===== src/rtl/pipeline_control_hazard_pkg.sv =====
// Shared encodings and stage bundles for the 5-stage pipeline control path.
// Holds the result-select, forward-select, PC-source and ALU-function codes,
// plus the packed control bundles carried by each pipeline register.
package pipeline_control_hazard_pkg;

   localparam int unsigned REG_ADDR_W = 5;
   localparam int unsigned ALU_FN_W   = 3;

   // Writeback result select
   localparam logic [1:0] RESULT_ALU = 2'b00;
   localparam logic [1:0] RESULT_MEM = 2'b01;
   localparam logic [1:0] RESULT_PC4 = 2'b10;
   localparam logic [1:0] RESULT_IMM = 2'b11;

   // EX operand forward select
   localparam logic [1:0] FWD_RF  = 2'b00;
   localparam logic [1:0] FWD_WB  = 2'b01;
   localparam logic [1:0] FWD_MEM = 2'b10;

   // Next-PC select
   localparam logic [1:0] PC_SRC_SEQ    = 2'b00;
   localparam logic [1:0] PC_SRC_TARGET = 2'b01;
   localparam logic [1:0] PC_SRC_JALR   = 2'b10;

   // ALU function codes, shared with the ALU decoder
   localparam logic [ALU_FN_W-1:0] ALU_ADD = 3'b000;
   localparam logic [ALU_FN_W-1:0] ALU_SUB = 3'b001;
   localparam logic [ALU_FN_W-1:0] ALU_AND = 3'b010;
   localparam logic [ALU_FN_W-1:0] ALU_OR  = 3'b011;
   localparam logic [ALU_FN_W-1:0] ALU_SLT = 3'b101;

   // ID/EX bundle: full control plus register addresses
   typedef struct packed {
      logic                  reg_write;
      logic [1:0]            result_src;
      logic                  mem_write;
      logic                  alu_src;
      logic [ALU_FN_W-1:0]   alu_function;
      logic                  beq;
      logic                  bne;
      logic                  jump;
      logic                  jalr;
      logic [REG_ADDR_W-1:0] rs1;
      logic [REG_ADDR_W-1:0] rs2;
      logic [REG_ADDR_W-1:0] rd;
   } ex_ctrl_t;

   // EX/MEM bundle
   typedef struct packed {
      logic                  reg_write;
      logic [1:0]            result_src;
      logic                  mem_write;
      logic [REG_ADDR_W-1:0] rd;
   } mem_ctrl_t;

   // MEM/WB bundle
   typedef struct packed {
      logic                  reg_write;
      logic [1:0]            result_src;
      logic [REG_ADDR_W-1:0] rd;
   } wb_ctrl_t;

   // Forward select for one EX source; MEM beats WB, x0 never forwards
   function automatic logic [1:0] fwd_sel(
      input logic [REG_ADDR_W-1:0] rs,
      input logic                  reg_write_m,
      input logic [REG_ADDR_W-1:0] rd_m,
      input logic                  reg_write_w,
      input logic [REG_ADDR_W-1:0] rd_w
   );
      logic [1:0] sel;
      sel = FWD_RF;
      if (reg_write_m && (rd_m != '0) && (rd_m == rs))
         sel = FWD_MEM;
      else if (reg_write_w && (rd_w != '0) && (rd_w == rs))
         sel = FWD_WB;
      return sel;
   endfunction

endpackage


===== src/rtl/pipeline_control_hazard_control_stage_reg.sv =====
// Generic pipeline register for a control bundle.
// Ports: clk, rst (sync, active-high), clr (sync bubble insert), d, q.
module control_stage_reg #(
   parameter int unsigned WIDTH = 1
) (
   input  logic             clk,
   input  logic             rst,
   input  logic             clr,
   input  logic [WIDTH-1:0] d,
   output logic [WIDTH-1:0] q
);

   // Zero bundle is a bubble: no writes, no branch
   always_ff @(posedge clk) begin
      if (rst || clr) q <= '0;
      else            q <= d;
   end

endmodule


===== src/rtl/pipeline_control_hazard.sv =====
// Control path of a 5-stage RISC-V pipeline: stages the ID control bundle
// through ID/EX, EX/MEM, MEM/WB and derives forwarding, load-use stall,
// branch/jump redirect and flush signals, plus saturating stall/flush counters.
// Ports: clk, rst (sync active-high); *_d ID controls and register addresses;
// zero_e EX ALU flag; staged controls alu_src_e, alu_function_e, mem_write_m,
// reg_write_w, result_src_w, rd_w; hazard outputs forward_a_e, forward_b_e,
// pc_src_e, stall_f, stall_d, flush_d, flush_e (combinational); stall_count,
// flush_count (registered).
module pipeline_control_hazard
   import pipeline_control_hazard_pkg::*;
#(
   parameter int unsigned CNT_WIDTH = 16
) (
   input  logic                 clk,
   input  logic                 rst,
   input  logic                 reg_write_d,
   input  logic [1:0]           result_src_d,
   input  logic                 mem_write_d,
   input  logic                 alu_src_d,
   input  logic [2:0]           alu_function_d,
   input  logic                 beq_d,
   input  logic                 bne_d,
   input  logic                 jump_d,
   input  logic                 jalr_d,
   input  logic [4:0]           rs1_d,
   input  logic [4:0]           rs2_d,
   input  logic [4:0]           rd_d,
   input  logic                 zero_e,
   output logic                 alu_src_e,
   output logic [2:0]           alu_function_e,
   output logic                 mem_write_m,
   output logic                 reg_write_w,
   output logic [1:0]           result_src_w,
   output logic [4:0]           rd_w,
   output logic [1:0]           forward_a_e,
   output logic [1:0]           forward_b_e,
   output logic [1:0]           pc_src_e,
   output logic                 stall_f,
   output logic                 stall_d,
   output logic                 flush_d,
   output logic                 flush_e,
   output logic [CNT_WIDTH-1:0] stall_count,
   output logic [CNT_WIDTH-1:0] flush_count
);

   ex_ctrl_t  id_bus, ex_q;
   mem_ctrl_t mem_d, mem_q;
   wb_ctrl_t  wb_d, wb_q;

   logic taken_e;
   logic redirect;
   logic lwstall;

   // Pack ID inputs and the per-stage subsets
   always_comb begin
      id_bus              = '0;
      id_bus.reg_write    = reg_write_d;
      id_bus.result_src   = result_src_d;
      id_bus.mem_write    = mem_write_d;
      id_bus.alu_src      = alu_src_d;
      id_bus.alu_function = alu_function_d;
      id_bus.beq          = beq_d;
      id_bus.bne          = bne_d;
      id_bus.jump         = jump_d;
      id_bus.jalr         = jalr_d;
      id_bus.rs1          = rs1_d;
      id_bus.rs2          = rs2_d;
      id_bus.rd           = rd_d;

      mem_d               = '0;
      mem_d.reg_write     = ex_q.reg_write;
      mem_d.result_src    = ex_q.result_src;
      mem_d.mem_write     = ex_q.mem_write;
      mem_d.rd            = ex_q.rd;

      wb_d                = '0;
      wb_d.reg_write      = mem_q.reg_write;
      wb_d.result_src     = mem_q.result_src;
      wb_d.rd             = mem_q.rd;
   end

   control_stage_reg #(.WIDTH($bits(ex_ctrl_t))) u_id_ex (
      .clk (clk),
      .rst (rst),
      .clr (flush_e),
      .d   (id_bus),
      .q   (ex_q)
   );

   control_stage_reg #(.WIDTH($bits(mem_ctrl_t))) u_ex_mem (
      .clk (clk),
      .rst (rst),
      .clr (1'b0),
      .d   (mem_d),
      .q   (mem_q)
   );

   control_stage_reg #(.WIDTH($bits(wb_ctrl_t))) u_mem_wb (
      .clk (clk),
      .rst (rst),
      .clr (1'b0),
      .d   (wb_d),
      .q   (wb_q)
   );

   assign alu_src_e      = ex_q.alu_src;
   assign alu_function_e = ex_q.alu_function;
   assign mem_write_m    = mem_q.mem_write;
   assign reg_write_w    = wb_q.reg_write;
   assign result_src_w   = wb_q.result_src;
   assign rd_w           = wb_q.rd;

   // Redirect, load-use and flush resolution; a redirect cancels the stall
   // because the ID instruction is on the wrong path anyway
   always_comb begin
      taken_e = (ex_q.beq & zero_e) | (ex_q.bne & ~zero_e) | ex_q.jump;

      pc_src_e = PC_SRC_SEQ;
      if (ex_q.jalr)   pc_src_e = PC_SRC_JALR;
      else if (taken_e) pc_src_e = PC_SRC_TARGET;

      redirect = (pc_src_e != PC_SRC_SEQ);

      lwstall = (ex_q.result_src == RESULT_MEM) && (ex_q.rd != '0) &&
                ((ex_q.rd == rs1_d) || (ex_q.rd == rs2_d));

      stall_f = lwstall & ~redirect;
      stall_d = lwstall & ~redirect;
      flush_d = redirect;
      flush_e = redirect | lwstall;

      forward_a_e = fwd_sel(ex_q.rs1, mem_q.reg_write, mem_q.rd,
                            wb_q.reg_write, wb_q.rd);
      forward_b_e = fwd_sel(ex_q.rs2, mem_q.reg_write, mem_q.rd,
                            wb_q.reg_write, wb_q.rd);
   end

   // Saturating performance counters
   always_ff @(posedge clk) begin
      if (rst) begin
         stall_count <= '0;
         flush_count <= '0;
      end else begin
         if (stall_d && (stall_count != '1))
            stall_count <= stall_count + CNT_WIDTH'(1);
         if ((flush_d || flush_e) && (flush_count != '1))
            flush_count <= flush_count + CNT_WIDTH'(1);
      end
   end

endmodule


===== config.mk =====
export PLATFORM = sky130hd
export DESIGN_NAME = pipeline_control_hazard
export DESIGN_NICKNAME = d
export VERILOG_FILES = /design/src/rtl/pipeline_control_hazard_pkg.sv /design/src/rtl/pipeline_control_hazard_control_stage_reg.sv /design/src/rtl/pipeline_control_hazard.sv
export SDC_FILE = /design/constraint.sdc
export NUM_CORES = 1
export LEC_CHECK = 0
export ABC_AREA = 1
export CAP_MARGIN = 20
export CORE_UTILIZATION = 30
export CTS_BUF_LIST = sky130_fd_sc_hd__clkbuf_8
export DETAILED_ROUTE_END_ITERATION = 10
export GPL_TIMING_DRIVEN = 0
export SLEW_MARGIN = 20
export SYNTH_ARGS = -nofsm -noshare
export SYNTH_HDL_FRONTEND = slang
export SYNTH_SLANG_ARGS = --single-unit

===== constraint.sdc =====
create_clock -name clk -period 2.12 [get_ports clk]
set_clock_uncertainty 0.15 [all_clocks]
set_input_delay 0.636 -clock clk [delete_from_list [all_inputs] [get_ports clk]]
set_output_delay 0.636 -clock clk [all_outputs]
set_load 0.01 [all_outputs]

==> qor.csv, run 1 <==
metric,value,unit
drt first pass iters,4,
Post-Layout Inst Area,5580,µm²
Core ar.,12100,µm²
CP Launch Type,input pin,
Slew headroom,64.9,%
Slew @ Worst Pin,527,ps
status,"finished, violations left",
nets,694,
initial core utilization,31.0,%
Total Die Area,13000,µm²
H-tree Lvls,3,
pin count of the biggest net entering global routing,16,
RSZ-0062 raised after global routing,yes,
Setup TNS,-1240,ps
CTS Buf Count,9,
Flop pwr share,46.4,%
CP dominant cell by count,buf_6,
post-route ant nets,0,
CP bufs+invs,5,
via count,3595,
dpl hpwl,6710,µm
cell family with most CP delay,buffers and inverters,
I/O pins,85,
Clock Sinks,76,
"Avg Cell Area, Syn",7.18,µm²
synthesized area,3750,µm²
die height,114,µm
RePlAce Congestion,0.854,
Critical-path top delay cell,clkdlybuf4s15_2,
layout cells sized above 1,31.8,%
synthesized flop and latch total,76,
Vias/cell,4.31,
reg2reg setup slack,130,ps
CTS tree,done,
Die W,114,µm
final worst path period need,2480,ps
Port-buffer cells,83,
1st-iter DRT viols,91,
Crit Path Category,input pin to primary output,
internal power,2.40,mW
Post-Syn Nets,555,
WL/cell,11.9,µm
period utilisation layout,117,%
VDD IR max,372,µV
clk root buf,clkbuf_8,
Clk pwr share,29.9,%
first-pass GRT wire length,16000,µm
sequential area share after synthesis,40.5,%
pwr/cell area,629,nW/µm²
GRT Util Overall,15.9,%
Worst setup EP type,primary output,
"slowest stage delay, CP",240,ps
failing checks,setup timing,
setup ws final,-363,ps
Area Growth Syn to Fin,48.6,%
CTS Hold Bufs,0,
Pleak,2.76,nW
power share of the combinational group,23.8,%
Synth Instances,523,
Worst Path Max Fanout,3,
Crit path required time,1330,ps
Critical Path AT,1700,ps
Hold Crit Class,flip-flop to flip-flop,
final setup fails,8,
CTS Buffer Depth,2,
Post-route DRC,0,
max frequency,403,MHz
initial antenna violation count,0,
P_sw,1.11,mW
switch share,31.7,%
CP Cell Sequence,"clkdlybuf4s15_2, xnor2_4, nand3_2, nand2_4, buf_12, nand3_4, inv_4, buf_6, buf_6",
row count,40,
Worst-Skew Late Latency,360,ps
Final Hold Vio Count,0,
final wirelength,9950,µm
vias in the first global route,3476,
Yosys warnings,0,
clock-pin slew on the worst setup and hold paths,80,ps
GRT overflow,0,
Slew Limit Fails,0,
MaxCap Viol Count,0,
post-layout util,46.1,%
Tot Pwr,3.51,mW
number of diodes,0,
Netlist cell types,36,
Area after DPL,4830,µm²
[worst register-to-register path, delay by kind of cell, from the launching register on]
family / cells / cell delay [ps]
and+or+nand+nor: 8 / 730
DFF: 1 / 390
buffers and inverters: 4 / 610
[synthesized netlist by cell type]
master    number  share of area [%]
nand3_2        2               0.53
buf_1          2               0.20
inv_1         72                7.2
nand2_4        4                1.2
nand2_1       97                9.7
nand4_1       12                2.0
xnor2_1       19                4.4
nor3_1         9                1.2
a21oi_1        3               0.40
nand3_4        1               0.47
dfxtp_1       76                 41
clkbuf_1       2               0.20
nor4_1         1               0.17
inv_2          7               0.70
a31oi_1        1               0.17
buf_4          5                1.0
nor2_2        17                2.8
nand2_2        3               0.50
a21oi_2        7                1.6
nor3_2         2               0.53
nor2_1       112                 11
nand3_1       25                3.3
buf_8          2               0.80
o21bai_1       1               0.20
xor2_1        13                3.0
clkinv_1       2               0.20
buf_6          2               0.60
clkinv_2       1               0.13
buf_2          3               0.40
nand3b_1       4               0.80
ha_1           2               0.67
o21ai_0        7               0.93
o21ai_1        3               0.40
nor2_4         2               0.60
buf_12         1               0.53
nor4_4         1               0.57
[registers in the layout, summed over array words and instances (netlist names)]
register     count
stall_count     16
u_ex_mem.q       9
flush_count     16
u_id_ex.q       27
u_mem_wb.q       8
[timing repair]
| action | in CTS | in global routing |
|---|---|---|
| buffers inserted | 51 | 4 |
| pin swaps | 26 | 13 |
| setup endpoints to repair | 69 | 33 |
| gates resized for setup | 160 | 44 |
[worst paths after layout]
check	startpoint	endpoint	cells after the start
worst max-delay path	rs1_d[2]	stall_f	9
worst min-delay path	u_id_ex.q[23]$_SDFF_PP0_	u_ex_mem.q[5]$_SDFF_PP0_	2
worst max register to register	u_id_ex.q[3]$_SDFF_PP0_	u_id_ex.q[15]$_SDFF_PP0_	12
worst min register to register	u_id_ex.q[23]$_SDFF_PP0_	u_ex_mem.q[5]$_SDFF_PP0_	2
[power by group through the flow]
stage          combinational, mW  clock [mW]  sequential [mW]
3_3_place_gp               0.703           0             1.65
6_report                   0.834        1.05             1.63
2_1_floorplan              0.421           0             1.66
5_1_grt                    0.909        1.15             1.64
3_5_place_dp               0.714           0             1.65
4_1_cts                    0.841        1.08             1.63
[final cells by class]
| cell class | instances | area (µm²) |
|---|---|---|
| fill | 1226 | 6530 |
| multi-input combinational | 348 | 1910 |
| sequential | 76 | 1600 |
| timing repair buffer | 131 | 1260 |
| inverter | 82 | 315 |
| tap | 168 | 210 |
| clock buffer | 9 | 124 |
| buffer | 14 | 97.6 |
| clock inverter | 7 | 58.8 |
[metal layers]
layer  routed length, µm  vias up  global-route usage, %
li1                    -     1865                      -
met1                4280     1629                   18.2
met2                4930       79                   27.2
met5                   0        -                      0
met3                 435       22                   3.77
met4                 308        0                   9.44
[cells by family after synthesis]
kind of cell    count (synthesis)  synth area share [%]
simple gates                  292                  35.6
buf+inv                        99                  12.0
flops                          76                  40.5
xor+xnor                       32                  7.47
compound gates                 22                  3.73
fa+ha+maj                       2                 0.667
[stage by stage]
stage / cells / setup slack [ps] / hold slack, ps
2_1_floorplan: 523 / -128 / 238
3_3_place_gp: 774 / -1380 / 243
3_5_place_dp: 774 / -1380 / 247
4_1_cts: 836 / -436 / 259
5_1_grt: 835 / -429 / 277
6_report: 835 / -363 / 259
[cells in the final DEF (no fill, tap or decap), drive strengths merged, types with 13 or more instances in the layout]
cell type	instances
nand2	104
nand3	28
nor2	131
dlymetal6s2s	18
xor2	13
xnor2	19
inv	82
buf	77
clkdlybuf4s50	38
dfxtp	76
Note: power is estimated with default switching activity, not from simulation.
==> run 2: changes to the inputs <==
--- a/config.mk
+++ b/config.mk
@@ -7,10 +7,12 @@
 export LEC_CHECK = 0
 export ABC_AREA = 1
 export CAP_MARGIN = 20
+export CORE_MARGIN = 2
 export CORE_UTILIZATION = 30
 export CTS_BUF_LIST = sky130_fd_sc_hd__clkbuf_8
 export DETAILED_ROUTE_END_ITERATION = 10
 export GPL_TIMING_DRIVEN = 0
+export MAX_ROUTING_LAYER = met4
 export SLEW_MARGIN = 20
 export SYNTH_ARGS = -nofsm -noshare
 export SYNTH_HDL_FRONTEND = slang
==> qor.csv, run 2 (synthesized netlist as in run 1, its figures left out) <==
metric,value,unit,change
Slew @ Worst Pin,547,ps,+19.9 ps
clk root buf,clkbuf_8,,
CTS Buffer Depth,2,,unchanged
Critical Path AT,1650,ps,-50 ps
first-pass GRT wire length,15700,µm,-2.2%
"most common cell after layout, fill and taps aside",nor2_1,,
reg2reg setup slack,170,ps,+40 ps
number of diodes,0,,unchanged
GRT overflow,0,,unchanged
Vias/cell,4.28,,-0.69%
Worst Path Max Fanout,5,,+2
Critical-path top delay cell,dfxtp_4,,
WL/cell,11.6,µm,-2.7%
H-tree Lvls,3,,unchanged
MaxCap Viol Count,0,,unchanged
pin count of the biggest net entering global routing,14,,-2
"commonest cells after routing, fill and taps aside","nor2_1 (110), nand2_1 (95), inv_1 (63)",,
Clock Sinks,76,,unchanged
RePlAce Congestion,0.874,,+2.4%
RSZ-0062 raised after global routing,yes,,
Total Die Area,13400,µm²,+3.5%
Setup TNS,-1110,ps,+124 ps
fill cell count,1271,,+3.7%
Hold Crit Class,flip-flop to flip-flop,,
cell family with most CP delay,simple AND/OR/NAND/NOR gates,,
Crit path required time,1330,ps,about the same
CTS Hold Bufs,0,,unchanged
CP Cell Sequence,"inv_2, nand2_1, nand2_1, nor2_2, nand3_2, nand2_4, buf_6, nand3_4, inv_4, buf_6, buf_6",,
pwr/cell area,655,nW/µm²,+4.1%
Die W,116,µm,+1.8%
Crit Path Category,flip-flop to primary output,,
"worst slack, placed",-1400,ps,-20.2 ps
Top reg by flops,u_id_ex.q,,
layout cells sized above 1,29.4,%,-2.3 points
dpl hpwl,6790,µm,+1.3%
CP Launch Type,flip-flop,,
Port-buffer cells,83,,unchanged
Slew Limit Fails,0,,unchanged
Top Registers,"u_id_ex.q: 27 flops, flush_count: 16 flops, stall_count: 16 flops",,
drt first pass iters,4,,unchanged
Pleak,2.56,nW,-7.3%
failing checks,setup timing,,
1st-iter DRT viols,121,,+33%
clock-pin slew on the worst setup and hold paths,80,ps,about the same
CTS tree,done,,
Worst-Skew Late Latency,360,ps,about the same
max FFs per register,27,,unchanged
I/O pins,85,,unchanged
Worst setup EP type,primary output,,
"slowest stage delay, CP",400,ps,+160 ps
multi-input logic area,1890,µm²,-0.98%
Core ar.,12100,µm²,unchanged
CTS Buf Count,9,,unchanged
vias in the first global route,3427,,-1.4%
nets,679,,-2.2%
final worst path period need,2430,ps,-48.3 ps
final wirelength,9500,µm,-4.5%
max frequency,411,MHz,+2.0%
Area Growth Syn to Fin,43.0,%,
final setup fails,7,,-1
Final Non-Filler Cells,820,,-1.8%
die height,116,µm,+1.8%
Slew headroom,63.6,%,-1.3 points
initial core utilization,31.0,%,unchanged
period utilisation layout,115,%,-2.3 points
GRT Util Overall,15.3,%,-0.63 points
setup ws final,-315,ps,+48.3 ps
post-route ant nets,0,,unchanged
Final Hold Vio Count,0,,unchanged
row count,40,,unchanged
status,"finished, violations left",,
initial antenna violation count,0,,unchanged
Storage cell area,1590,µm²,-0.55%
VDD IR max,342,µV,-8.2%
Post-route DRC,0,,unchanged
CP dominant cell by count,buf_6,,
CP bufs+invs,5,,unchanged
via count,3506,,-2.5%
DP Cell Count,774,,unchanged
-- run 2: what timing repair did --
action	4_1_cts	5_1_grt
pin swaps	28	16
setup endpoints to repair	77	22
resized for setup	154	27
buffers inserted	33	4
-- run 2: worst paths after layout --
path | to | cells past startpoint | startpoint
setup / recovery | stall_f | 11 | u_id_ex.q[0]$_SDFF_PP0_
hold / removal | u_mem_wb.q[5]$_SDFF_PP0_ | 2 | u_ex_mem.q[6]$_SDFF_PP0_
setup reg to reg | flush_count[15]$_SDFFE_PP0P_ | 15 | u_id_ex.q[0]$_SDFF_PP0_
hold reg to reg | u_mem_wb.q[5]$_SDFF_PP0_ | 2 | u_ex_mem.q[6]$_SDFF_PP0_
-- run 2: worst register-to-register path: stages, from the launching register on --
cell	delay, ps
dfxtp_4	400
inv_2	40
nand2_1	50
nand2_1	70
nor2_2	110
nand3_2	100
nand2_4	90
buf_6	100
nand2_4	50
nand2_4	90
buf_4	110
buf_4	100
nand2_4	60
buf_8	150
nor2_1	110
nor2_1	40
-- run 2: routing by layer --
metal	share of wire [%]	vias to the layer above	global-route usage (%)	wire (µm)
met2	50	69	26.3	4720
met1	45	1587	17.8	4270
met5	0	-	-	0
met4	2.1	0	6.98	195
li1	-	1833	-	-
met3	3.4	17	2.04	324
-- run 2: where the power goes --
group	total, mW	switching (mW)	internal, mW
clock network	1.10	0.560	0.539
registers	1.63	0.100	1.53
logic	0.786	0.387	0.399
-- run 2: through the flow --
stage / instance area [µm²] / power, mW / hold WS, ps / util, %
finish: 5370 / 3.52 / 254 / 44.3
floorplan: 3790 / 2.08 / 238 / -
global placement: 4830 / 2.35 / 244 / 39.9
CTS: 5330 / 3.58 / 260 / 44.0
detailed placement: 4830 / 2.37 / 249 / 39.9
global route: 5370 / 3.70 / 280 / 44.3
-- run 2: area by class of cell --
cell class	count	area share, %
Clock inverter	7	1.31
Timing Repair Buffer	116	19.9
Clock buffer	9	2.31
Sequential cell	76	29.6
Inverter	82	5.88
Multi-Input combinational cell	348	35.3
Tap cell	168	3.92
Buffer	14	1.82
==> run 3: changes to the inputs <==
--- a/config.mk
+++ b/config.mk
@@ -13,6 +13,7 @@
 export DETAILED_ROUTE_END_ITERATION = 10
 export GPL_TIMING_DRIVEN = 0
 export MAX_ROUTING_LAYER = met4
+export PLACE_DENSITY = 0.55
 export SLEW_MARGIN = 20
 export SYNTH_ARGS = -nofsm -noshare
 export SYNTH_HDL_FRONTEND = slang
==> qor.csv, run 3 (synthesized netlist as in run 1, its figures left out) <==
metric,value,unit,change
critical path depth in cells,9,,-2
"slowest stage delay, CP",210,ps,-190 ps
Top Registers,"u_id_ex.q: 27 flops, flush_count: 16 flops, stall_count: 16 flops",,
failing checks,setup timing,,
Top reg by flops,u_id_ex.q,,
Total Die Area,13400,µm²,unchanged
final setup fails,7,,unchanged
number of diodes,0,,unchanged
initial antenna violation count,0,,unchanged
Slew headroom,62.3,%,-1.3 points
Worst Setup SP,rs1_d[2],,
row count,40,,unchanged
dpl hpwl,6800,µm,+0.22%
vias in the first global route,3283,,-4.2%
H-tree Lvls,3,,unchanged
Die W,116,µm,unchanged
Port-buffer cells,83,,unchanged
GRT overflow,0,,unchanged
Area Growth Syn to Fin,44.8,%,
MaxCap Viol Count,0,,unchanged
Slew @ Worst Pin,566,ps,+19.1 ps
clock-pin slew on the worst setup and hold paths,80,ps,about the same
via count,3456,,-1.4%
Post-Layout Inst Area,5430,µm²,+1.3%
final worst path period need,2470,ps,+35.3 ps
R2R cell count,15,,unchanged
Area after DPL,4830,µm²,unchanged
Crit path required time,1330,ps,about the same
reg2reg setup slack,150,ps,-20 ps
post-route ant nets,0,,unchanged
Setup TNS,-1330,ps,-218 ps
status,"finished, violations left",,
Post-route DRC,0,,unchanged
I/O pins,85,,unchanged
Final Hold Vio Count,0,,unchanged
CP Launch Type,input pin,,
WL/cell,11.8,µm,+1.7%
RSZ-0062 raised after global routing,yes,,
die height,116,µm,unchanged
fill cell count,1258,,-1.0%
period utilisation layout,117,%,+1.7 points
setup ws final,-350,ps,-35.3 ps
"most common cell after layout, fill and taps aside",nor2_1,,
1st-iter DRT viols,110,,-9.1%
clk root buf,clkbuf_8,,
nets,668,,-1.6%
Storage cell area,1590,µm²,+0.32%
"commonest cells after routing, fill and taps aside","nor2_1 (107), nand2_1 (94), inv_1 (63)",,
CTS tree,done,,
layout cells sized above 1,29.2,%,-0.27 points
CP Cell Sequence,"clkdlybuf4s15_1, xnor2_1, nand3_2, nand2_4, buf_6, nand2_4, nand2_4, buf_12, buf_6",,
CP bufs+invs,4,,-1
Worst Path Max Fanout,3,,-2
Hold Crit Class,flip-flop to flip-flop,,
CTS Buffer Depth,2,,unchanged
pin count of the biggest net entering global routing,14,,unchanged
pwr/cell area,676,nW/µm²,+3.2%
end point of the critical path,flush_e,,
final wirelength,9540,µm,+0.37%
r2r startpoint,u_id_ex.q[0]$_SDFF_PP0_,,
Critical Path AT,1680,ps,+30 ps
Core ar.,12100,µm²,unchanged
Tot Pwr,3.67,mW,+4.5%
Worst setup EP type,primary output,,
max frequency,405,MHz,-1.4%
CTS Buf Count,9,,unchanged
Worst-Skew Late Latency,360,ps,about the same
CP dominant cell by count,nand2_4,,
Slew Limit Fails,0,,unchanged
RePlAce Congestion,0.841,,-3.8%
drt first pass iters,4,,unchanged
Pleak,2.63,nW,+2.8%
Critical-path top delay cell,clkdlybuf4s15_1,,
GRT Util Overall,15.2,%,-0.15 points
cell family with most CP delay,buffers and inverters,,
initial core utilization,31.0,%,unchanged
multi-input logic area,1970,µm²,+3.9%
CTS Hold Bufs,0,,unchanged
VDD IR max,405,µV,+19%
Vias/cell,4.27,,about the same
max FFs per register,27,,unchanged
Clock Sinks,76,,unchanged
first-pass GRT wire length,15300,µm,-2.4%
Crit Path Category,input pin to primary output,,
capturing point of the worst reg2reg path,flush_count[6]$_SDFFE_PP0P_,,
==> run 3: cell count changes in the layout (fill, tap and decap cells not counted), moves of 5 or more <==
cell,before,now
buf_4,32,20
clkdlybuf4s50_1,44,39
dfxtp_2,32,27
dlymetal6s2s_1,11,16
==> run 3: how the worst min path moves through the flow <==
stage / startpoint / to / slack [ps] / cells after the start
final: u_id_ex.q[26]$_SDFF_PP0_ / u_ex_mem.q[8]$_SDFF_PP0_ / 250 / 2
after global routing: u_id_ex.q[26]$_SDFF_PP0_ / u_ex_mem.q[8]$_SDFF_PP0_ / 270 / 2
after CTS: u_id_ex.q[26]$_SDFF_PP0_ / u_ex_mem.q[8]$_SDFF_PP0_ / 260 / 2
after detailed placement: u_id_ex.q[23]$_SDFF_PP0_ / u_ex_mem.q[5]$_SDFF_PP0_ / 240 / 2
after global placement: u_ex_mem.q[7]$_SDFF_PP0_ / u_mem_wb.q[6]$_SDFF_PP0_ / 240 / 2
after floorplan: u_id_ex.q[23]$_SDFF_PP0_ / u_ex_mem.q[5]$_SDFF_PP0_ / 240 / 2
==> run 3: area by class of cell <==
class | count | area share, %
Tap cell | 168 | 3.87
Clock buffer | 9 | 2.28
Inverter | 82 | 5.85
Clock inverter | 7 | 1.70
Timing Repair Buffer | 104 | 18.5
Buffer | 15 | 2.30
Multi-Input combinational cell | 348 | 36.2
Sequential cell | 76 | 29.3
==> run 3: routing by layer <==
layer  vias up  track usage, %  part of all wire, %
li1       1811               -                    -
met1      1566            18.2                   45
met2        70            25.6                   50
met3         9            1.99                  3.4
met4         0            6.51                  1.6
met5         -               -                    0
==> run 3: worst min-delay path: cells and delay by family (launching register included) <==
kind	cells	cell delay (ps)
flops	1	300
simple gates	1	30
buf+inv	1	40
==> run 3: metrics by stage <==
stage	utilization (%)	instances	hold slack [ps]	setup WS (ps)
after floorplan	-	523	238	-128
after global placement	39.9	774	242	-1390
after detailed placement	39.9	774	245	-1390
after CTS	43.2	809	257	-451
after global routing	44.9	809	273	-412
final	44.9	809	254	-350
==> run 3: where the power goes <==
| group | switching [mW] | leakage, nW | internal [mW] |
|---|---|---|---|
| Sequential | 0.103 | 0.640 | 1.53 |
| Clock | 0.560 | 0.112 | 0.661 |
| Combinational | 0.404 | 1.88 | 0.420 |
==> run 3: repair_timing <==
action / 4_1_cts / 5_1_grt
resized for setup: 136 / 62
pin swaps: 22 / 23
buffers inserted: 19 / 4
gates cloned: 0 / 1
setup endpoints to repair: 72 / 49
